**src/rtl/ps2_rx_fifo.sv**
```systemverilog
// Oversampled PS/2 keyboard receiver: sync + glitch filter, 11-bit frame decode, FWFT scancode FIFO.
// Optional: define PS2_BREAK_DECODE_EN to fold 0xE0/0xF0 prefixes into the {ext, brk} bits of the next entry.
module ps2_rx_fifo #(
    parameter int FILTER_LEN  = 4,
    parameter int TIMEOUT_CYC = 50000,
    parameter int FIFO_DEPTH  = 8
) (
    input  logic                          clk_i,
    input  logic                          rst_i,
    input  logic                          ps2_clk_i,
    input  logic                          ps2_data_i,
    input  logic                          rd_en_i,
    output logic [9:0]                    rd_data_o,
    output logic                          empty_o,
    output logic                          full_o,
    output logic [$clog2(FIFO_DEPTH):0]   count_o,
    output logic [15:0]                   keycode_o,
    output logic                          parity_err_o,
    output logic                          frame_err_o,
    output logic                          overflow_o
);
    localparam int AW = $clog2(FIFO_DEPTH);
    localparam int FW = $clog2(FILTER_LEN);
    localparam int TW = $clog2(TIMEOUT_CYC);

    typedef enum logic [1:0] {IDLE, DATA, PARITY, STOP} state_t;

    logic [1:0]    clk_sync, data_sync;
    logic          filt_clk, filt_clk_d;
    logic [FW-1:0] filt_cnt;
    logic          fall, data_bit;

    // NOTE: sequential state uses non-blocking assignments so every flop samples pre-edge values.
    always_ff @(posedge clk_i or posedge rst_i) begin
        if (rst_i) begin
            clk_sync   <= 2'b11;
            data_sync  <= 2'b11;
            filt_clk   <= 1'b1;
            filt_clk_d <= 1'b1;
            filt_cnt   <= '0;
        end else begin
            clk_sync   <= {clk_sync[0], ps2_clk_i};
            data_sync  <= {data_sync[0], ps2_data_i};
            filt_clk_d <= filt_clk;
            if (clk_sync[1] != filt_clk) begin
                if (filt_cnt == FW'(FILTER_LEN - 1)) begin
                    filt_clk <= clk_sync[1];
                    filt_cnt <= '0;
                end else begin
                    filt_cnt <= filt_cnt + 1'b1;
                end
            end else begin
                filt_cnt <= '0;
            end
        end
    end

    assign fall     = filt_clk_d & ~filt_clk;
    assign data_bit = data_sync[1];

    state_t        state;
    logic [2:0]    bit_cnt;
    logic [7:0]    shift;
    logic          par_bit;
    logic [TW-1:0] tmo;
    logic          frame_good;

    always_ff @(posedge clk_i or posedge rst_i) begin
        if (rst_i) begin
            state        <= IDLE;
            bit_cnt      <= '0;
            shift        <= '0;
            par_bit      <= 1'b0;
            tmo          <= '0;
            parity_err_o <= 1'b0;
            frame_err_o  <= 1'b0;
            frame_good   <= 1'b0;
            keycode_o    <= '0;
        end else begin
            parity_err_o <= 1'b0;
            frame_err_o  <= 1'b0;
            frame_good   <= 1'b0;
            if (fall) begin
                tmo <= '0;
                case (state)
                    IDLE: begin
                        if (!data_bit) begin
                            state   <= DATA;
                            bit_cnt <= '0;
                        end
                    end
                    DATA: begin
                        shift   <= {data_bit, shift[7:1]};
                        bit_cnt <= bit_cnt + 1'b1;
                        if (bit_cnt == 3'd7) state <= PARITY;
                    end
                    PARITY: begin
                        par_bit <= data_bit;
                        state   <= STOP;
                    end
                    STOP: begin
                        state        <= IDLE;
                        parity_err_o <= ~(^shift ^ par_bit);
                        frame_err_o  <= ~data_bit;
                        if ((^shift ^ par_bit) && data_bit) begin
                            frame_good <= 1'b1;
                            keycode_o  <= {keycode_o[7:0], shift};
                        end
                    end
                endcase
            end else if (state == IDLE) begin
                tmo <= '0;
            end else if (tmo == TW'(TIMEOUT_CYC - 2)) begin
                frame_err_o <= 1'b1;
                state       <= IDLE;
                tmo         <= '0;
            end else begin
                tmo <= tmo + 1'b1;
            end
        end
    end

    // shift stays stable in IDLE, so it still holds the code when frame_good is seen.
    logic       push_req;
    logic [9:0] push_data;

`ifdef PS2_BREAK_DECODE_EN
    logic ext_flag, brk_flag;

    always_ff @(posedge clk_i or posedge rst_i) begin
        if (rst_i) begin
            ext_flag <= 1'b0;
            brk_flag <= 1'b0;
        end else if (parity_err_o || frame_err_o) begin
            ext_flag <= 1'b0;
            brk_flag <= 1'b0;
        end else if (frame_good) begin
            if (shift == 8'hE0) begin
                ext_flag <= 1'b1;
            end else if (shift == 8'hF0) begin
                brk_flag <= 1'b1;
            end else begin
                ext_flag <= 1'b0;
                brk_flag <= 1'b0;
            end
        end
    end

    assign push_req  = frame_good && (shift != 8'hE0) && (shift != 8'hF0);
    assign push_data = {ext_flag, brk_flag, shift};
`else
    assign push_req  = frame_good;
    assign push_data = {2'b00, shift};
`endif

    logic [9:0]    mem [FIFO_DEPTH];
    logic [AW-1:0] wr_ptr, rd_ptr;
    logic          push, pop;

    assign pop  = rd_en_i && !empty_o;
    assign push = push_req && (!full_o || pop);

    // NOTE: storage is not reset; rd_data_o is masked while empty instead.
    always_ff @(posedge clk_i) begin
        if (push) mem[wr_ptr] <= push_data;
    end

    always_ff @(posedge clk_i or posedge rst_i) begin
        if (rst_i) begin
            wr_ptr     <= '0;
            rd_ptr     <= '0;
            count_o    <= '0;
            overflow_o <= 1'b0;
        end else begin
            overflow_o <= push_req && full_o && !pop;
            if (push) wr_ptr <= wr_ptr + 1'b1;
            if (pop)  rd_ptr <= rd_ptr + 1'b1;
            case ({push, pop})
                2'b10:   count_o <= count_o + 1'b1;
                2'b01:   count_o <= count_o - 1'b1;
                default: count_o <= count_o;
            endcase
        end
    end

    assign empty_o   = (count_o == '0);
    assign full_o    = (count_o == (AW + 1)'(FIFO_DEPTH));
    assign rd_data_o = empty_o ? '0 : mem[rd_ptr];
endmodule

```
**config.mk**
```make
export PLATFORM = sky130hd
export DESIGN_NAME = ps2_rx_fifo
export DESIGN_NICKNAME = d
export VERILOG_FILES = /design/src/rtl/ps2_rx_fifo.sv
export SDC_FILE = /design/constraint.sdc
export NUM_CORES = 1
export LEC_CHECK = 0
export BUFFER_PORTS_ARGS = -buffer_cell sky130_fd_sc_hd__buf_2
export CORE_ASPECT_RATIO = 0.8
export CORE_MARGIN = 8
export CORE_UTILIZATION = 40
export DETAILED_ROUTE_END_ITERATION = 12
export GPL_TIMING_DRIVEN = 0
export PLACE_DENSITY = 0.59
export SYNTH_ARGS = -nofsm -noshare
export SYNTH_HDL_FRONTEND = slang
export SYNTH_SLANG_ARGS = --single-unit
```
**constraint.sdc**
```tcl
create_clock -name clk_i -period 6.5 [get_ports clk_i]
set_input_delay 1.3 -clock clk_i [delete_from_list [all_inputs] [get_ports clk_i]]
set_output_delay 1.3 -clock clk_i [all_outputs]
set_load 0.05 [all_outputs]
```
==> metrics.csv <==
stage,metric,value,unit
cts,clock_sinks,132,
timing,tightest_slew,1.28,ns
timing,fmax,253,MHz
global_routing,grt_usage,12.7,%
synthesis,syn-mean-instance-area,15.0,sq um
placed_design,dp_hpwl,6970,microns
timing,finalSetupViolations,0,
synthesis,syn-instance-count,373,
synthesis,synthDistinctLibCells,50,
placed_design,gp_congestion,0.759,
pwr,cellPowerDensity,446,mW/mm^2
cts,clock-root-buffer,clkbuf_16,
synthesis,synth_top_area_share,34.5,%
global_routing,grt.busiest_layer,met2,
global_routing,grt_max_degree,69,
global_routing,gr-usage-met1,17.4,%
synthesis,synthTopCellsByCount,"edfxtp_1, dfrtp_1, nor2_1",
setup_path,reg2reg_depth,5,
global_routing,grt_pass1_vias,3223,
flow_run,maxCapViolCount,0,
die,core_area,0.0136,sq mm
timing,slew_violations,0,
cts,ctsLongestPathBuffers,2,
synthesis,synth.ff_latch_count,132,
timing,tns,0,ns
route,vias,3188,
route,ant_nets,0,
timing,grt_setup_unrepaired,no,
route,viasPerCell,5.11,
placed_design,io_buffers,37,
setup_path,crit_path_end_kind,output pin,
layout,drive_above_1_share,28.2,%
global_routing,use_met3,4.23,%
cts,cts_tree,built,
timing,finClkSkew,0.00878,ns
synthesis,yosys_warnings,0,
die,start_util,41.0,%
global_routing,grt.overflow.total,0,
setup_path,crit_start,rd_ptr[1]$_DFFE_PP0N_,
die,rows,38,
timing,slew_headroom,14.0,%
route,wl_per_cell,16.8,microns
global_routing,grt_use_met2,18.6,%
synthesis,synth_most_common_cell,edfxtp_1,
synthesis,synth_ff_type,edfxtp_1,
die,dieArea,0.0180,sq mm
layout,utilization,48.5,%
synthesis,ys_async_sr_fraction,51.5,%
global_routing,antenna_found_initial,0,
placed_design,dpl_worst_slack,3.01,ns
route,drtIter0Drc,179,
layout,antenna_cells,0,
die,die_h,122,microns
worst_hold_path,holdPathStages,0,
worst_hold_path,min_path_type,register to register,
die,die_x,148,microns
setup_path,criticalPathCategory,register to output pin,
setup_path,required,5.20,ns
pwr,power.leakage,0.00271,uW
synthesis,syn-cell-area,0.00558,sq mm
setup_path,startpoint_type,register,
setup_path,critPathMaxFanout,10,
layout,syn_to_final_growth,18.3,%
pwr,fin_total_pwr,2940,uW
layout,nNetsFinal,448,
setup_path,worstReg2RegStart,count_o[1]$_DFFE_PP0P_,
cts,cts.clk_slew.worst_paths,0.05,ns
run_status,outcome,finished clean,
timing,finalHoldViolCount,0,
synthesis,synth_edf_count,64,
die,pin_count,40,
cts,ctsResizeCount,0,
cts,postCtsHoldBufs,0,
timing,finalCritPeriodShare,60.8,%
timing,layout_setup_ws,2.55,ns
route,first_pass_iters,4,
setup_path,crit_arrival,2.65,ns
synthesis,synth-seq-area-share,65.1,%
pwr,vdd_drop_max,226,uV
route,wl,10500,microns
route,drc,0,
synthesis,ys_top_cells_by_area,"edfxtp_1, dfrtp_1, mux4_2, mux2_2, dfstp_2",
timing,period_needed,3.95,ns
cts,cts_setup_buffers,0,
cts,cts-htree-levels,4,
global_routing,grt_pass1_wl,17500,microns
synthesis,synth.largest_area_cell,edfxtp_1,
worst_hold_path,hp-start,clk_sync[0]$_DFF_PP1_,
cts,insertion_delay,0.41,ns
cts,cts_made_buffers,17,
-- layer usage --
layer  routed length [microns]  share of wire (%)  vias to the layer above
met5                         0                  0                        -
met3                       492                4.7                        8
met4                       108                1.0                        0
li1                          -                  -                     1501
met1                      5120                 49                     1619
met2                      4770                 45                       60
-- placed cells by master, fill, tap and decap left out, types with 7 or more instances in the layout --
cell type / n
mux4_2: 16
xnor2_1: 12
edfxtp_1: 64
o21ai_0: 10
mux2i_1: 9
mux2_2: 25
ha_1: 12
nand2_1: 20
nand4_1: 7
inv_1: 8
a21oi_1: 7
xor2_1: 10
dfrtp_1: 62
nor2_1: 33
clkbuf_1: 9
clkbuf_16: 20
buf_2: 40
-- area by class of cell --
type | instances | area, sq um
Clock buffer | 22 | 508
Fill cell | 1210 | 7000
Tap cell | 180 | 225
Inverter | 10 | 40.0
Sequential cell | 132 | 3630
Multi-Input combinational cell | 219 | 1840
Buffer | 13 | 70.1
Clock inverter | 10 | 91.3
Timing Repair Buffer | 38 | 190
-- through the flow --
stage,area (sq um),hold slack (ns),cells
after floorplan,5580,0.345,374
after global placement,5990,0.346,591
after detailed placement,5990,0.347,591
after CTS,6590,0.355,623
after global routing,6600,0.359,624
final,6600,0.355,624
-- power breakdown --
group | leakage, uW | switching [uW] | internal, uW | total (uW)
combinational | 0.000956 | 544 | 328 | 872
sequential | 0.00146 | 120 | 1000 | 1120
clock | 0.000289 | 355 | 595 | 950
-- critical path, stage by stage (launching register included) --
cell      delay (ns)
dfrtp_1         0.36
clkbuf_1        0.43
clkbuf_1        0.59
mux4_2          0.41
mux2i_1         0.15
nor2_1          0.08
buf_2           0.22
-- cell families after synthesis --
kind of cell    share of synthesized area (%)
compound gates                           3.30
mux                                      13.5
other cells                            0.0672
xor+xnor                                 4.28
fa+ha+maj                                2.69
simple gates                             9.11
buf+inv                                  1.93
flops                                    65.1
-- sequential cells by signal, indices dropped and copies added, names as in the netlist, 2 cells and up --
register	cells
keycode_o	16
count_o	4
data_sync	2
state	2
shift	8
bit_cnt	3
filt_cnt	2
rd_ptr	3
clk_sync	2
wr_ptr	3
tmo	16
mem	64
-- path summary, 6_finish.rpt --
kind | to | slack (ns)
setup / recovery | rd_data_o[7] | 2.55
hold / removal | clk_sync[1]$_DFF_PP1_ | 0.35
setup reg to reg | mem[1][0]$_DFFE_PP_ | 3.89
hold reg to reg | clk_sync[1]$_DFF_PP1_ | 0.35
max in group asynchronous | tmo[12]$_DFF_PP0_ | 4.89
min in group asynchronous | keycode_o[5]$_DFFE_PP0P_ | 1.06
No activity file was read; power rests on OpenSTA's default activity.
